### config.mk
export PLATFORM = sky130hd
export DESIGN_NAME = matrix_out_serializer_flat
export DESIGN_NICKNAME = d
export VERILOG_FILES = /design/src/rtl/matrix_out_serializer_if.sv /design/src/rtl/matrix_out_serializer.sv /design/src/flat_wrapper.sv
export SDC_FILE = /design/constraint.sdc
export NUM_CORES = 1
export LEC_CHECK = 0
export ABC_AREA = 1
export CAP_MARGIN = 30
export CORE_ASPECT_RATIO = 1.2
export CORE_MARGIN = 3
export CORE_UTILIZATION = 46
export DETAILED_ROUTE_END_ITERATION = 6
export PLACE_DENSITY = 0.76
export SYNTH_ARGS = -nofsm -noshare
export SYNTH_HDL_FRONTEND = slang
export SYNTH_SLANG_ARGS = --single-unit
export TNS_END_PERCENT = 100
### constraint.sdc
create_clock -name clk -period 4.9 [get_ports clk]
set_input_delay 0.49 -clock clk [delete_from_list [all_inputs] [get_ports clk]]
set_output_delay 0.49 -clock clk [all_outputs]
set_load 0.1 [all_outputs]
### src/rtl/matrix_out_serializer_if.sv
// Valid/ready stream carrying one matrix entry and its index per transfer.
interface matrix_out_serializer_if #(
    parameter int EW = 10,
    parameter int IW = 4
);
    logic [EW-1:0] data_out;
    logic          out_valid;
    logic          out_ready;
    logic [IW-1:0] index;

    modport master (
        output data_out,
        output out_valid,
        output index,
        input  out_ready
    );

    modport slave (
        input  data_out,
        input  out_valid,
        input  index,
        output out_ready
    );
endinterface

### src/rtl/matrix_out_serializer.sv
// Captures a result matrix on start and streams its entries one per transfer
// over a valid/ready interface, tolerating arbitrary back-pressure.
module matrix_out_serializer #(
    parameter int ENTRIES = 16,
    parameter int EW      = 10,
    parameter int IW      = 4
) (
    input  logic                  clk,
    input  logic                  rst,
    input  logic [ENTRIES*EW-1:0] mat_in,
    input  logic                  start,
    output logic                  busy,
    output logic                  done,
    matrix_out_serializer_if.master m
);
    localparam logic [1:0] IDLE = 2'd0;
    localparam logic [1:0] SEND = 2'd1;
    localparam logic [1:0] DONE = 2'd2;

    localparam logic [IW-1:0] LAST = IW'(ENTRIES - 1);

    logic [1:0]    state;
    logic [IW-1:0] idx;
    logic          armed;
    logic [EW-1:0] mem [ENTRIES];
    logic          sending;

    assign sending = (state == SEND);

    always_ff @(posedge clk or posedge rst) begin
        if (rst) begin
            state <= IDLE;
            idx   <= '0;
            armed <= 1'b1;
            for (int k = 0; k < ENTRIES; k++) begin
                mem[k] <= '0;
            end
        end else begin
            unique case (state)
                IDLE: begin
                    if (start && armed) begin
                        for (int k = 0; k < ENTRIES; k++) begin
                            mem[k] <= mat_in[ENTRIES*EW-1-k*EW -: EW];
                        end
                        idx   <= '0;
                        armed <= 1'b0;
                        state <= SEND;
                    end else if (!start) begin
                        armed <= 1'b1;
                    end
                end
                SEND: begin
                    // Buffer is frozen here; only the consumer advances idx.
                    if (m.out_ready) begin
                        if (idx == LAST) begin
                            state <= DONE;
                        end else begin
                            idx <= idx + IW'(1);
                        end
                    end
                end
                DONE: begin
                    state <= IDLE;
                    idx   <= '0;
                    if (!start) begin
                        armed <= 1'b1;
                    end
                end
                default: begin
                    state <= IDLE;
                    idx   <= '0;
                end
            endcase
        end
    end

    assign m.out_valid = sending;
    assign m.data_out  = sending ? mem[idx] : '0;
    assign m.index     = sending ? idx : '0;
    assign busy        = sending;
    assign done        = (state == DONE);
endmodule

### src/flat_wrapper.sv
// flat-port wrapper written by rule: the top's interface ports become plain ports
module matrix_out_serializer_flat 
#(
    parameter int ENTRIES = 16,
    parameter int EW      = 10,
    parameter int IW      = 4
)
  (clk, rst, mat_in, start, busy, done, m_data_out, m_out_valid, m_index, m_out_ready);
  matrix_out_serializer_if #(.EW(EW), .IW(IW)) m_i ();
  input  logic clk;
  input  logic rst;
  input  logic [ENTRIES*EW-1:0] mat_in;
  input  logic start;
  output logic busy;
  output logic done;
  output wire logic [$bits(m_i.data_out)-1:0] m_data_out;
  output wire logic [$bits(m_i.out_valid)-1:0] m_out_valid;
  output wire logic [$bits(m_i.index)-1:0] m_index;
  input wire logic [$bits(m_i.out_ready)-1:0] m_out_ready;
  assign m_data_out = m_i.data_out;
  assign m_out_valid = m_i.out_valid;
  assign m_index = m_i.index;
  assign m_i.out_ready = m_out_ready;
  matrix_out_serializer #(.ENTRIES(ENTRIES), .EW(EW), .IW(IW)) u_core (.clk(clk), .rst(rst), .mat_in(mat_in), .start(start), .busy(busy), .done(done), .m(m_i));
endmodule
======== Word-level counts from Yosys, hierarchy flattened ========
Cells that the tools add are included.
cells by class
  add/sub/neg operators ................... 1
  order comparisons ....................... 1
  equality and inequality tests ........... 7
  multiplexer cells ....................... 16
  bitwise logic cells ..................... 1
  reductions and logical operators ........ 6
operator list
  kind                                                       number
  binary-select mux 10 bit (select 4 bit)                    1
  two-way mux 10 bit                                         3
  two-way mux 4 bit                                          4
  case mux 4 bit (2 select lines)                            1
  two-way mux 2 bit                                          3
  != test 2 bit (second input constant)                      3
  AND reduction 3 bit                                        2
  greater-or-equal comparator 5 bit (second input constant)  1
  NOT 4 -> 5 bit                                             1
  adder 4 x 1 -> 4 bit (second input constant)               1
  equality test 4 bit (second input constant)                1
  case mux 2 bit (2 select lines)                            1
  equality test 2 x 1 -> 1 bit (second input constant)       1
  equality test 2 bit (second input constant)                1
  logical NOT 2 bit                                          1
  two-way mux 1 bit                                          2
  != test 2 x 1 -> 1 bit (second input constant)             1
  case mux 1 bit (2 select lines)                            1
  AND reduction 2 bit                                        1
  nonzero test 2 bit                                         1
  logical AND 1 bit                                          1
storage, ports and cells
  bits in registers ....................... 167
  input bits .............................. 164
  output and inout bits ................... 17
  logic and storage cells ................. 51

======== Longest topological paths before layout ========
Gate-level depths: netlist of run 1.
  depth after elaboration ................. 5
  mapped depth ............................ 11

======== Worst setup path after synthesis of run 1 ========
OpenSTA, ideal clock, no wires.
  path kind ............................... register to output
  from .................................... register u_core.state[1]
  to ...................................... output m_data_out[0]
  arrival ................................. 2.812 ns
  required time ........................... 4.410 ns
  slack ................................... 1.598 ns
  cell stages (with the launch flop) ...... 5
  cell sequence ........................... dfrtp_1 -> nor2_4 -> inv_1 -> clkbuf_1 -> a21oi_1
between the ends
  longest elaborated chain between the ends .. 2
RTL lines
  what                          RTL line                     RTL
  start, declared               matrix_out_serializer.sv:22  logic [1:0] state;
  start signal, assigned        matrix_out_serializer.sv:32  state <= IDLE;
  start signal, assigned        matrix_out_serializer.sv:47  state <= SEND;
  start signal, assigned        matrix_out_serializer.sv:56  state <= DONE;
  equality test 2 x 1 -> 1 bit  matrix_out_serializer.sv:28  assign sending = (state == SEND);
  net busy                      flat_wrapper.sv:14           output logic busy;
  two-way mux 10 bit            matrix_out_serializer.sv:78  assign m.data_out = sending ? mem[idx] : '0;
  end, declared                 flat_wrapper.sv:16           output wire logic [$bits(m_i.data_out)-1:0] m_data_out;
The timed path passes the listed nets, and every way through them passes these cells.

======== Worst setup path after layout of run 1 ========
  from .................................... register u_core.idx[0]
  to ...................................... output m_index[0]
between the ends
  longest elaborated chain between the ends .. 1
RTL lines
  what                    RTL line                     RTL
  start, declared         matrix_out_serializer.sv:23  logic [IW-1:0] idx;
  start signal, assigned  matrix_out_serializer.sv:58  idx <= idx + IW'(1);
  two-way mux 4 bit       matrix_out_serializer.sv:79  assign m.index = sending ? idx : '0;
  end, declared           flat_wrapper.sv:18           output wire logic [$bits(m_i.index)-1:0] m_index;
No other way between the ends.

==> impl_results.md, run 1 <==
- Status: finished, final reports clean
- Post-synthesis cell count: 1059
- Cell area after layout: 0.0105 mm²
- Avg Cell Area, Syn: roughly 7.7 µm²
- Post-synth ARST share: 100%
- CP startpoint: u_core.idx[0]
- Share of cells above drive strength 1: slightly below 6%
- Antenna violations before repair: 0
- Layout Nets: about 1400
- Clock skew: around 0.0086 ns
- DRT iter0 DRCs: 686
- Mapped cell area: roughly 0.0081 mm²
- CTS Buf Count: 17
- Highest routed layer: met4
- Cell count of the worst reg-to-reg path: 10
- Fin Setup TNS: 0 ns
- Die Ht: 152 µm
- Vias in the first global route: 6979
- # clock sinks: about 170
- CTS max path bufs: 2
- Post-synthesis sequential area ratio: approximately half
- Final design utilization: 61.6%
- Min cycle time layout: approximately 3.4 ns
- Reg-to-Reg Start: u_core.idx[1]
- RSZ-0062 raised after global routing: no
- CP Max Fanout: 46
- Met3 WL: between 1000 and 1500 µm
- Period utilization: between 60% and 70%
- CP startpoint kind: flip-flop
- CP required: 4.41 ns
- Port bufs: 180
- Tightest Pin Transition: between 0.9 and 1 ns
- Worst hold path stage count: 2
- Crit path kind: flip-flop to output port
- Worst hold-check path type: flip-flop to flip-flop
- First-pass GRT wire length: 35000 µm
- Fill count: about 1500
- WL/cell: between 15 and 20 µm
- Setup violators final: 0
- I/O pin total: between 150 and 200
- Drt drc: 0
- Area leader, netlist: dfrtp_1
- PD cells: between 600 and 700 mW/mm²
- Synth cell types: 23
- Synth top area cells: dfrtp_1 (51%), nand2_1 (11%), nand3_1 (9.1%)
- Core ar.: between 0.015 and 0.02 mm²
- Antenna cells: 0
- Final non-filler cell total: 1420
- Count leader, synth: nand2_1
- Initial Util: between 40% and 50%
- Avg Vias per Cell: 5.14
- Final Hold Slack: 0.469 ns
- Max-cap violations: 0
- Hold-fix buffer count after cts: 0
- Overflow after GRT: 0
- CTS root buffer: clkbuf_16
- # resized after CTS: 0
- Top_reg_cell synth: dfrtp_1
- Top cells by count, synth: nand2_1 (231), dfrtp_1 (166), nor2_1 (148), nand3_1 (147), inv_1 (109)
- Routed wl met2: around 11000 µm
- Rows: between 50 and 60
- Final hold violation count: 0
- Post-CTS Setup Bufs: 0
- # placed instances: ~1400
- Clk slew on worst S/H paths: ~0.060 ns
- Later-pin clock latency in the skew report: 0.42 ns
- Crit end category: output port
- Largest net degree at the start of global routing: 181
- HPWL after DPL: between 10000 and 15000 µm
- GRT Util Overall: between 20% and 30%
- Yosys top cell area share: just over 50%
- Chip width: 127 µm
- Layout area overhead: 29.8%
- Hold_sp: u_core.mem[76]
- Max VDD drop: between 700 and 800 µV
- Ys Warns: 0
- H-tree Lvls: 4
- Fmax: 293 MHz
- Post-synth EDFFs: 0
- Slew HR: around a third
- LEAKAGE: 5.15 nW
- Drt total wl: roughly 22000 µm
- DR vias: 7301
- Net Count, Synth: between 1000 and 1500
- TritonCTS clock tree: done
- Synthesized flop and latch total: roughly 170
- Post-DRT Antenna Nets: 0
- GP Congestion: about 0.85
- Slew Limit Fails: 0
- Initial DRT Pass Iterations: 5
- DIE AREA: just under 0.02 mm²
- Metal-1 WL: about 9600 µm
- CP Data Arrival Time: 2.93 ns
- Post-DP Area: ~0.0099 mm²
==> stage by stage <==
| step | power [W] | worst slack [ns] |
|---|---|---|
| after detailed placement | 0.00551 | 1.59 |
| final | 0.00683 | 1.48 |
| after global routing | 0.00733 | 1.33 |
| after CTS | 0.00685 | 1.27 |
| after floorplan | 0.00472 | 1.60 |
| after global placement | 0.00540 | 1.47 |
==> where the power goes <==
part,total (W),switching [W],internal [W]
sequential,0.00233,0.000310,0.00202
combinational,0.00317,0.00221,0.000960
clock,0.00133,0.000529,0.000802
==> worst paths after layout <==
check                      slack [ns]              to
max                              1.48      m_index[0]
min                              0.47  u_core.mem[76]
max reg2reg                      1.68  u_core.mem[37]
min reg2reg                      0.47  u_core.mem[76]
max in group asynchronous        3.46   u_core.idx[0]
min in group asynchronous        0.59  u_core.mem[53]
==> cells in the final DEF, fill, tap and decap left out, types with 16 or more instances in the layout <==
cell type	count
o211ai_1	16
dfrtp_1	164
a21oi_1	108
clkbuf_16	17
o21ai_0	36
buf_4	16
nand3_1	147
clkdlybuf4s50_1	169
nor2_1	147
nand2_1	230
inv_1	108
==> routing by layer <==
metal / vias up / GRT usage, %
li1: 3618 / -
met1: 3419 / 30.7
met2: 236 / 38.1
met3: 28 / 4.52
met4: 0 / 7.08
met5: - / 0
==> logic make-up (layout without fill, tap and decap cells) <==
family | count (synthesis) | after routing | synth area share [%]
simple gates | 529 | 529 | 26.9
buf+inv | 188 | 333 | 9.75
compound gates | 173 | 173 | 11.6
flops | 167 | 167 | 51.4
fa+ha+maj | 1 | 1 | 0.154
xor+xnor | 1 | 1 | 0.108
==> layout make-up <==
class / instances / area [µm²] / share of cell area, %
clock buffers: 24 / 492 / 4.66
clock inverters: 7 / 93.8 / 0.890
inverters: 113 / 428 / 4.06
multi-input cells: 704 / 3170 / 30.0
flip-flops and latches: 167 / 4190 / 39.7
well taps: 216 / 270 / 2.56
repair buffers: 189 / 1910 / 18.1
==> critical path, cell delays in order (launching register included) <==
cell	delay (ns)
dfrtp_4	0.71
inv_2	0.40
nor2_1	0.23
clkdlybuf4s50_1	1.16
==> sequential cells by signal, summed over array words and instances (netlist names) <==
register      flops
u_core.mem      160
u_core.idx        4
u_core.state      2
u_core.armed      1
No activity file was read; power rests on OpenSTA's default activity.
==> run 2, diff against run 1 <==
--- a/config.mk
+++ b/config.mk
@@ -9,9 +9,9 @@
 export CAP_MARGIN = 30
 export CORE_ASPECT_RATIO = 1.2
 export CORE_MARGIN = 3
-export CORE_UTILIZATION = 46
+export CORE_UTILIZATION = 51
 export DETAILED_ROUTE_END_ITERATION = 6
-export PLACE_DENSITY = 0.76
+export PLACE_DENSITY = 0.8
 export SYNTH_ARGS = -nofsm -noshare
 export SYNTH_HDL_FRONTEND = slang
 export SYNTH_SLANG_ARGS = --single-unit
==> constraint.sdc (replaced) <==
create_clock -name clk -period 3.6 [get_ports clk]
set_input_delay 0.36 -clock clk [delete_from_list [all_inputs] [get_ports clk]]
set_output_delay 0.36 -clock clk [all_outputs]
set_load 0.1 [all_outputs]
==> run 2 against run 1 <==
Net effect: count of clock-buffer cells in the layout shrank 4; flip-flop and latch count unchanged; combinational power increased by 42%; core utilization is 8.4 points higher; final cell count down 0.21%; non-clock buffer count grew 8; first-iteration DRC count increased by 3.6%; sequential power is 38% higher; hold slack got worse by 0.28 ns; die area is 9.4% lower; sequential share of layout area shrank 0.67 points; power up 40%; critical path type unchanged; critical endpoint is now m_data_out[1]; largest power group unchanged.
==> impl_results.md, run 2 (synthesized netlist as in run 1, its figures left out) <==
- Final hold violation count: 0 (unchanged)
- PD cells: 893 mW/mm² (+38%)
- Cell count of the worst reg-to-reg path: 9 (-1)
- Clock skew: 0.00567 ns (-0.00290 ns)
- Fmax: approximately 320 MHz
- Initial DRT Pass Iterations: 6 (+1)
- # clock sinks: 167 (unchanged)
- CTS root buffer: clkbuf_16
- Crit end category: output port
- CP Data Arrival Time: 2.73 ns (-0.20 ns)
- First-pass GRT wire length: 35300 µm (+0.79%)
- Vias in the first global route: 7336 (+5.1%)
- DR vias: 7402 (+1.4%)
- I/O pin total: 181 (unchanged)
- Hold-fix buffer count after cts: 0 (unchanged)
- Post-DRT Antenna Nets: 0 (unchanged)
- Max VDD drop: 1180 µV (+61%)
- GP Congestion: 0.926 (+9.5%)
- Antenna cells: 0 (unchanged)
- Min cycle time layout: ~3.1 ns
- Tightest Pin Transition: 1.04 ns (+0.0412 ns)
- Max incr delay on CP: 0.93 ns (-0.23 ns)
- Largest regs: u_core.mem (160), u_core.idx (4), u_core.state (2)
- Post-CTS Setup Bufs: 0 (unchanged)
- Worst hold-check path type: primary input to async pin
- Port bufs: 180 (unchanged)
- Fill count: 1233 (-19%)
- Crit path kind: flip-flop to output port
- Die Ht: 144 µm (-4.8%)
- RSZ-0062 raised after global routing: no
- Setup violators final: 0 (unchanged)
- Period utilization: a little under nine tenths
- # resized after CTS: 0 (unchanged)
- Share of cells above drive strength 1: 6.92% (+1.1 points)
- Final Hold Slack: 0.186 ns (-0.283 ns)
- Status: finished, final reports clean
- Register area: 0.00419 mm² (unchanged)
- Layout Nets: 1365 (+0.59%)
- TritonCTS clock tree: done
- Initial Util: 53.0% (+5.5 points)
- Fin Setup TNS: 0 ns (unchanged)
- Slew HR: 30.7% (-2.6 points)
- H-tree Lvls: 4 (unchanged)
- Commonest non-fill, non-tap cell in the layout: nand2_1
- Reg-to-Reg Start: u_core.idx[0]
- Drt total wl: 22100 µm (-1.5%)
- CP Max Fanout: 76 (+65%)
- Clk slew on worst S/H paths: 0.06 ns (about the same)
- Drt drc: 0 (unchanged)
- Later-pin clock latency in the skew report: 0.43 ns (about the same)
- Max-cap violations: 0 (unchanged)
- CP Cell Sequence: inv_2 -> buf_4 -> nand2_1 -> nand3_1 -> nand3_1 -> nand3_1 -> a21oi_1 -> buf_12
- Footprint of the multi-input gates: 0.00317 mm² (unchanged)
- CP startpoint kind: flip-flop
- Overflow after GRT: 0 (unchanged)
- Max reg flops: 160 (unchanged)
- CTS max path bufs: 2 (unchanged)
- Most flops, register: u_core.mem
- Layout area overhead: 32.0%
- Core ar.: 0.0153 mm² (-10%)
- CP required: 3.24 ns (-1.17 ns)
- Reg2Reg Setup Slack: 0.97 ns (-0.71 ns)
- Antenna violations before repair: 0 (unchanged)
- GRT Util Overall: 25.6% (+2.6 points)
- Chip width: 121 µm (-4.8%)
- CTS Buf Count: 17 (unchanged)
- LEAKAGE: 5.24 nW (+1.7%)
- HPWL after DPL: 15400 µm (+4.7%)
- DRT iter0 DRCs: 711 (+3.6%)
- Commonest cells after routing, fill and taps aside: nand2_1 (230), clkdlybuf4s50_1 (166), dfrtp_1 (164), nor2_1 (147), nand3_1 (147)
- Most used cell, CP: nand3_1
- Final non-filler cell total: 1417 (-0.21%)
- Worst reg2reg endpoint: u_core.mem[23]
- DIE AREA: 0.0175 mm² (-9.4%)
- WL/cell: 15.6 µm (-1.3%)
- Slew Limit Fails: 0 (unchanged)
- Largest net degree at the start of global routing: 112 (-38%)
- # placed instances: 1385 (-0.22%)
- Avg Vias per Cell: 5.22 (+1.6%)
- Rows: 49 (-5.8%)
- Slowest CP cell: dfrtp_4
[run 2: cell count changes in the layout (fill, tap and decap cells not counted), sizes merged]
cell	change
clkinvlp	+1
bufinv	+1
clkdlybuf4s50	-3
inv	+1
clkbuf	-4
buf	+11
clkinv	+2
[run 2: how the worst max path moves through the flow]
stage	startpoint	to	slack [ns]
6_report	u_core.idx[0]	m_data_out[1]	0.51
5_1_grt	u_core.idx[0]	m_data_out[1]	0.34
4_1_cts	u_core.idx[0]	m_data_out[4]	0.54
3_5_place_dp	u_core.idx[0]	m_data_out[4]	1.00
3_3_place_gp	u_core.idx[0]	m_data_out[4]	0.98
2_1_floorplan	u_core.state[1]	m_data_out[0]	0.43
[run 2: cell type report]
type	count	share of cell area (%)
repair buffers	197	19.4
inverters	113	3.99
clock inverters	12	1.40
multi-input cells	704	29.5
well taps	204	2.38
flip-flops and latches	167	39.0
clock buffers	20	4.26
[run 2: per-stage QoR]
| step | setup slack (ns) | utilization (%) | area, µm² | power, W |
|---|---|---|---|---|
| detailed placement | 1.00 | 66.0 | 10100 | 0.00771 |
| global route | 0.336 | 70.0 | 10700 | 0.0103 |
| global placement | 0.979 | 65.9 | 10100 | 0.00758 |
| floorplan | 0.428 | - | 8130 | 0.00642 |
| CTS | 0.536 | 70.0 | 10700 | 0.00961 |
| finish | 0.510 | 70.0 | 10700 | 0.00958 |
[run 2: power by group]
| part | switching (W) | total, W | internal (W) |
|---|---|---|---|
| Combinational | 0.00300 | 0.00451 | 0.00150 |
| Clock | 0.000744 | 0.00187 | 0.00113 |
| Sequential | 0.000450 | 0.00321 | 0.00276 |
| Total | 0.00420 | 0.00958 | 0.00538 |
[run 2: critical path: cells and delay by family, from the launching register on]
kind | cells | cell delay, ns
buffers and inverters | 3 | 0.58
AO/OA/AOI/OAI | 1 | 0.31
AND/OR/NAND/NOR | 4 | 0.43
flip-flops | 1 | 0.93
[run 2: per-layer routing]
layer  global-route usage, %  wire (µm)  vias to the layer above
li1                        -          -                     3644
met3                    4.81       1360                       45
met5                       0          0                        -
met4                    8.55        508                        0
met1                    33.7       9320                     3445
met2                    43.1      10900                      268
